`config.mk`:
```
export PLATFORM = sky130hd
export DESIGN_NAME = ccw_wd_buf
export DESIGN_NICKNAME = d
export VERILOG_FILES = /design/src/rtl/ccw_wd_buf.sv
export SDC_FILE = /design/constraint.sdc
export NUM_CORES = 1
export LEC_CHECK = 0
export CORE_MARGIN = 2
export CORE_UTILIZATION = 50
export CTS_CLUSTER_SIZE = 20
export DETAILED_ROUTE_END_ITERATION = 16
export PLACE_DENSITY_LB_ADDON = 0.08
export SLEW_MARGIN = 5
export SYNTH_ARGS = -nofsm -noshare
export SYNTH_HDL_FRONTEND = slang
export SYNTH_SLANG_ARGS = --single-unit
```
`constraint.sdc`:
```
create_clock -name clk_ccw_h -period 6.5 [get_ports clk_ccw_h]
set_input_delay 0.975 -clock clk_ccw_h [delete_from_list [all_inputs] [get_ports clk_ccw_h]]
set_output_delay 0.975 -clock clk_ccw_h [all_outputs]
set_load 0.005 [all_outputs]
```
`src/rtl/ccw_wd_buf.sv`:
```
// Channel word buffer: 4x36 circular FIFO between memory and channel.
// Optional head-word parity storage: define CCW_WD_BUF_PAR_EN.
module ccw_wd_buf (
  input  logic        clk_ccw_h,
  input  logic        ch_mr_reset_l,
  input  logic        ccl_ccw_reg_load_h,
  input  logic [10:0] ccl_wc_in_h,
  input  logic        ccl_zero_fill_h,
  input  logic        ccl_buf_clr_l,
  output logic        ccw_mem_req_h,
  input  logic [35:0] mb_data_h,
  input  logic        mb_valid_h,
  output logic [35:0] ccw_chan_data_h,
  output logic        ccw_wd_ready_l,
  input  logic        ccl_wd_taken_h,
  output logic [2:0]  ccw_buf_cnt_h,
  output logic        ccw_wcEq0_l,
  output logic        ccw_xfer_done_h,
  output logic        ccw_ovf_err_l,
  output logic        ccw_wd_par_h
);

`ifdef CCW_WD_BUF_PAR_EN
  localparam int EW = 37;
`else
  localparam int EW = 36;
`endif

  typedef enum logic [1:0] {
    IDLE,
    FILL,
    DRAIN
  } state_t;

  state_t      state_q, state_d;
  logic [1:0]  wptr_q, rptr_q;
  logic [2:0]  cnt_q;
  logic [10:0] wc_rem_q;
  logic        zf_q;
  logic        done_q, done_d;
  logic        err_q;
  logic [EW-1:0] mem_q [4];

  logic        full, pop, in_fill;
  logic        zf_push, mb_req, push, ovf;
  logic        start_ok;
  logic [35:0] push_word;
  logic [EW-1:0] push_entry;

  // Push/pop qualification for the current cycle
  always_comb begin
    full      = (cnt_q == 3'd4);
    pop       = ccl_wd_taken_h && (cnt_q != 3'd0);
    in_fill   = (state_q == FILL);
    zf_push   = in_fill && zf_q && (wc_rem_q != 11'd0)
                && (!full || pop);
    mb_req    = in_fill && !zf_q && mb_valid_h
                && (wc_rem_q != 11'd0);
    push      = zf_push || (mb_req && (!full || pop));
    ovf       = mb_req && full && !pop;
    start_ok  = (state_q == IDLE) && ccl_ccw_reg_load_h;
    push_word = zf_q ? 36'd0 : mb_data_h;
`ifdef CCW_WD_BUF_PAR_EN
    push_entry = {~^push_word, push_word};
`else
    push_entry = push_word;
`endif
  end

  // Transfer sequencing and done pulse generation
  always_comb begin
    state_d = state_q;
    done_d  = 1'b0;
    unique case (state_q)
      IDLE: begin
        if (ccl_ccw_reg_load_h) begin
          if (ccl_wc_in_h != 11'd0) state_d = FILL;
          else                      done_d  = 1'b1;
        end
      end
      FILL: begin
        if (push && (wc_rem_q == 11'd1)) state_d = DRAIN;
      end
      DRAIN: begin
        if (cnt_q == 3'd0) begin
          state_d = IDLE;
          done_d  = 1'b1;
        end
      end
      default: state_d = IDLE;
    endcase
  end

  // Buffer, pointers, word count and status registers
  always_ff @(posedge clk_ccw_h or negedge ch_mr_reset_l) begin
    if (!ch_mr_reset_l) begin
      state_q  <= IDLE;
      wptr_q   <= 2'd0;
      rptr_q   <= 2'd0;
      cnt_q    <= 3'd0;
      wc_rem_q <= 11'd0;
      zf_q     <= 1'b0;
      done_q   <= 1'b0;
      err_q    <= 1'b0;
      for (int i = 0; i < 4; i++) mem_q[i] <= '0;
    end else if (!ccl_buf_clr_l) begin
      state_q  <= IDLE;
      wptr_q   <= 2'd0;
      rptr_q   <= 2'd0;
      cnt_q    <= 3'd0;
      wc_rem_q <= 11'd0;
      zf_q     <= 1'b0;
      done_q   <= 1'b0;
      err_q    <= 1'b0;
    end else begin
      state_q <= state_d;
      done_q  <= done_d;
      if (push) begin
        mem_q[wptr_q] <= push_entry;
        wptr_q        <= wptr_q + 2'd1;
      end
      if (pop) rptr_q <= rptr_q + 2'd1;
      cnt_q <= cnt_q + {2'b0, push} - {2'b0, pop};
      if (start_ok && (ccl_wc_in_h != 11'd0)) begin
        wc_rem_q <= ccl_wc_in_h;
        zf_q     <= ccl_zero_fill_h;
      end else if (push) begin
        wc_rem_q <= wc_rem_q - 11'd1;
      end
      if (ovf) err_q <= 1'b1;
    end
  end

  // Output decode
  always_comb begin
    ccw_mem_req_h   = in_fill && !zf_q && (wc_rem_q != 11'd0) && !full;
    ccw_chan_data_h = mem_q[rptr_q][35:0];
    ccw_wd_ready_l  = (cnt_q == 3'd0);
    ccw_buf_cnt_h   = cnt_q;
    ccw_wcEq0_l     = (wc_rem_q != 11'd0);
    ccw_xfer_done_h = done_q;
    ccw_ovf_err_l   = ~err_q;
`ifdef CCW_WD_BUF_PAR_EN
    ccw_wd_par_h    = mem_q[rptr_q][36];
`else
    ccw_wd_par_h    = 1'b0;
`endif
  end

endmodule

```
After elaboration in Yosys (flattened, before gate mapping)
Index checks and enable logic that the tools add are counted.
{ "word_totals": {"register_bits": 167, "in_bits": 54, "out_inout_bits": 45, "elab_cells": 94} }
{ "classes": {"addsub": 5, "magnitude_cmp": 3, "n_eq_ne": 13, "mux": 30, "n_bitwise": 3, "n_reduce_logical": 28} }
{ "op_table": {"columns": ["cell", "count"], "rows": [
  ["$bwmux 144", 1],
  ["$mux 36", 4],
  ["$bmux 36 s2", 1],
  ["$demux 36 s2", 1],
  ["$mux 11", 3],
  ["$reduce_bool 11->1", 2],
  ["$mux 2", 9],
  ["$logic_and 1x1->1", 16],
  ["$eq 11x1->1 const B", 1],
  ["$sub 11x1->11 const B", 1],
  ["$mux 1", 8],
  ["$ne 2x1->1 const B", 4],
  ["$ge 3x3->1 const B", 2],
  ["$ne 3x2->1 const B", 2],
  ["$ne 3x3->1 const B", 2],
  ["$not 2->3", 2],
  ["$pmux 2 s3", 1],
  ["$add 2x1->2 const B", 2],
  ["$reduce_and 4->1", 1],
  ["$add 3x1->3", 1],
  ["$eq 3x3->1 const B", 1],
  ["$logic_not 1->1", 3],
  ["$logic_not 3->1", 1],
  ["$lt 3x1->1 const B", 1],
  ["11 further kinds", 12]
]} }

Longest topological paths before layout
{ "depth": {"depth_word": 10, "mapped_depth": 15, "ltp_nobuf": 13} }

Worst setup path after synthesis
No wires, ideal clock.
{ "synth_path": {"path_kind": "input to register", "startpoint": "in ccl_wd_taken_h", "endpoint": "reg cnt_q[2] (netlist: ccw_buf_cnt_h[2])", "setup_time_ps": 132, "arrival_ps": 3128, "setup_slack_ps": 3240, "cell_stages": 12, "n_path_buf": 2, "cell_sequence": "or4b_4 and3_1 buf_6 buf_4 a21oi_1 nand2b_1 ha_1 inv_1 fa_1 xor2_1 xnor2_1 nor2_1"} }
{ "synth_via": {"elab_chain_cells": 7} }
{ "synth_lines": {"columns": ["item", "line_no", "source"], "rows": [
  ["from (decl)", "15", "input logic ccl_wd_taken_h,"],
  ["$logic_and 1x1->1 (*)", "53", "pop = ccl_wd_taken_h && (cnt_q != 3'd0);"],
  ["$logic_or 1x1->1", "56, 59", null],
  ["$logic_and 1x1->1, on equally long branches", "56, 59", null],
  ["$logic_or 1x1->1", "59", "push = zf_push || (mb_req && (!full || pop));"],
  ["$add 3x1->3", "123", "cnt_q <= cnt_q + {2'b0, push} - {2'b0, pop};"],
  ["$sub 3x1->3 (*)", "123", null],
  ["$mux 3 (*)", "106", "end else if (!ccl_buf_clr_l) begin"],
  ["to (signal assigned)", "123", null],
  ["to (decl)", "37", "logic [2:0] cnt_q;"]
]} }
Mark *: on every way between the ends. The rest lies on a longest branch, timed or not.
A chain may end at the register's enable or synchronous reset.

Worst setup path in the final report
{ "layout_path": {"startpoint": "reg rptr_q[0]", "endpoint": "out ccw_chan_data_h[4]"} }
{ "layout_via": {"elab_chain_cells": 4} }
{ "layout_lines": {"columns": ["item", "line_no", "source"], "rows": [
  ["from (decl)", "36", "logic [1:0] wptr_q, rptr_q;"],
  ["from (signal assigned)", "122", "if (pop) rptr_q <= rptr_q + 2'd1;"],
  ["$not 2->3 (not written as such)", "137", "ccw_chan_data_h = mem_q[rptr_q][35:0];"],
  ["$bmux 36 s2", "137", null],
  ["$mux 36 (not written as such) (2 in a row)", "137", null],
  ["to (decl)", "13", "output logic [35:0] ccw_chan_data_h,"]
]} }
Every way passes these cells. The select of a mux whose other input is x is not followed.

==> results.md <==
* CTS max path bufs at 2
* Min Hold Slack at about 0.5 ns
* Design Area, Final at 10200 µm²
* Crit path kind: flip-flop to output pin
* Clock Latency Late Sink at between 0.4 and 0.5 ns
* Detailed placer's ending HPWL at roughly 11000 µm
* Dpl cell area at 9560 µm²
* Layout cell share with drive strength beyond 1 at between 30% and 40%
* Ys flop type: dfrtp_1
* Sequential area share after synthesis at 48.4%
* Synth Cell Area at approximately 8600 µm²
* P&R area growth vs syn at 17.7%
* # rows at 48
* Post-Synth Simple-Gate Area at between 8 and 9%
* Worst Setup End Kind: output pin
* Multi-input logic area at between 4000 and 5000 µm²
* PD cells at around 360 nW/µm²
* Final Util at between 50% and 60%
* Gr ovfl total at 0
* Setup violations, final at 0
* Initial antenna violation count at 1
* Via Count at 4934
* Post-CTS Setup Bufs at 0
* Unrepaired setup endpoints after global routing: false
* Max Fclk at 265 MHz
* Final Critical Period at 3.78 ns
* Initial Utilization at between 50% and 60%
* DRC at 0
* Worst Setup SP: rptr_q[0]
* Core box area at approximately 17000 µm²
* Synth area leaders: dfrtp_1 48%, mux2_4 21%, mux4_2 9.4%
* Worst endpoint required time at around 5.5 ns
* Hold Path Class: flip-flop to flip-flop
* Clock-pin slew on the worst setup and hold paths at around 0.060 ns
* Root Buffer: clkbuf_16
* Final TNS setup at 0 ns
* Clock network power share at roughly 29%
* DRT iter0 DRCs at 219
* Die span in y at approximately 140 µm
* Flops & latches, synth at roughly 170
* DRT antenna net count at 0
* Cell Chain, Critical Path: buf_4, mux4_2, clkdlybuf4s50_1
* Fin. max-slew vios at 0
* CTS resizes at 0
* Worst Skew at approximately 0.011 ns
* Hold_buf cts at 0
* Total number of yosys warnings at 0
* Area leader, netlist: dfrtp_1
* Actual slew at the worst max-slew pin at 1.16 ns
* Area share of xor/xnor cells in the synthesized design at less than 1%
* Max-cap violation count at 0
* Post-Syn Nets at ~620
* Routed len/inst at 20.2 µm
* Sw frac at a little over a quarter
* Vias in the first global route at about 5400
* Post-synth top area share at 48.4%
* Hold Crit Start: mem_q[108]
* Final wirelength at between 15000 and 20000 µm
* Top delay family on crit path: buffers and inverters
* Largest net degree at the start of global routing at 105
* I/O Buffers at 97
* CTS tree: done
* Outcome: completed
* Combinational Power Share at ~32%
* P_int at around 2.7 mW
* Die Footprint at 18300 µm²
* Multiplexer share of the synthesized area at around a third
* Seq. cell area at 4180 µm²
* Worst-path maximum fanout at 22
* Routability Congestion at about 0.83
* Leak at a little under 5 nW
* CP Data Arrival Time at 2.80 ns
* First-pass GRT wire length at 29600 µm
* Die extent in x at between 100 and 150 µm
* Seq pwr share at between 30% and 40%
* Netlist cell types at between 50 and 60
* VDD IR max at ~0.20 mV
* DRT Pass-1 Iters at 4
* Post-synthesis compound-gate area fraction at 3.20%
* Slew HR at between 20% and 30%
* Largest family of logic cells by synthesized area: multiplexers
* Reg-to-reg critical path startpoint: zf_q
* CP max stage cell: dfrtp_2
* I/O Pins at between 90 and 100
* Mapped Cells at between 500 and 600
* Final nets at between 700 and 800
* Tcrit/Tclk final at 58.1%
* Total clock sinks at roughly 170
* Synth Area in Adders at around 1.2%
* Type of origin of the critical path: flip-flop
* Avg Inst Size Synth at 15.4 µm²
* Crit path buf inv count at 2
* Worst path max stage delay at between 0.7 and 0.8 ns
* Final Hold Viols at 0
* CTS buffer count at 17
* Sw power at roughly 0.97 mW
* Fillers at 1335
* H-tree lvl count at 4
* Number of flops mapped to enable cells by yosys at 0
* Gr usage total at a little over a fifth
* Async SR Flop Fraction at 100%
* Via density at ~5.6
synthesized netlist by cell type (5+ instances only):
library cell and n:
dfrtp_1 167, mux2_4 120, nor2b_1 38, mux4_2 36, mux2_2 24, o21ai_0 15, a21oi_1 12, buf_12 12
inv_1 12, clkbuf_1 10, nor2_1 10, nand2_1 8, nand3_1 8, nor3_1 8, ha_1 7, or4_1 6
a31oi_1 5
worst register-to-register path: stages (launching register included):
cell	delay, ns
dfrtp_2	1.02
or2_2	0.29
and3_1	0.67
nand4_4	0.97
mux2_4	0.65
layer usage:
layer	global-route usage [%]	vias to the layer above	part of all wire, %
met5	0	-	0
met4	4.92	0	0.85
met3	5.27	12	4.4
met2	33.5	107	49
met1	29.1	2581	46
li1	-	2234	-
cells in the final DEF, fill, tap and decap left out, drive strengths merged, types with 2 or more instances in the layout:
cell / n
a21oi: 12
a31oi: 5
and3: 3
buf: 3
bufinv: 3
clkbuf: 18
clkdlybuf4s50: 96
clkinv: 8
dfrtp: 167
ha: 7
inv: 16
mux2: 144
mux2i: 2
mux4: 36
nand2: 8
nand2b: 3
nand3: 8
nand4: 8
nor2: 10
nor2b: 38
nor3: 8
nor3b: 4
nor4: 3
nor4b: 2
o21ai: 15
o31ai: 2
or3: 4
or4: 6
xor2: 3
power groups by stage:
stage                     combinational [mW]  sequential [mW]  clock [mW]
after floorplan                        0.752             1.34           0
after global placement                  1.16             1.43           0
after detailed placement                1.18             1.44           0
after CTS                               1.18             1.43        1.06
after global routing                    1.25             1.46        1.12
final                                   1.16             1.43        1.04
sequential cells by signal (all words and copies together), names as in the netlist:
register,count
ccw_buf_cnt_h,3
ccw_xfer_done_h,1
err_q,1
mem_q,144
rptr_q,2
state_q,2
wc_rem_q,11
wptr_q,2
zf_q,1
metrics by stage:
stage                     worst slack [ns]  power (mW)  cells
final                                 2.72        3.63    886
after floorplan                       3.24        2.09    562
after detailed placement              2.45        2.62    853
after CTS                             2.61        3.68    885
after global routing                  2.51        3.82    885
after global placement                2.49        2.59    853
kinds of logic after synthesis:
| group | after synthesis |
|---|---|
| flops | 167 |
| buf+inv | 46 |
| fa+ha+maj | 8 |
| simple gates | 111 |
| compound gates | 43 |
| xor+xnor | 4 |
| mux | 182 |
| other cells | 1 |
final timing paths:
check	endpoint	slack [ns]	cells after the start
worst max-delay path	ccw_chan_data_h[4]	2.72	3
worst min-delay path	mem_q[108]	0.51	1
worst max register to register	mem_q[18]	2.78	4
worst min register to register	mem_q[108]	0.51	1
max in group asynchronous	zf_q	4.39	2
min in group asynchronous	mem_q[120]	0.62	1
layout make-up:
| type | instances | share of cell area (%) |
|---|---|---|
| repair buffers | 99 | 9.71 |
| clock buffers | 18 | 4.32 |
| multi-input cells | 349 | 39.9 |
| inverters | 13 | 0.504 |
| diodes | 1 | 0.0246 |
| clock inverters | 14 | 1.69 |
| flip-flops and latches | 167 | 41.1 |
| well taps | 225 | 2.77 |
No activity file was read; power rests on OpenSTA's default activity.
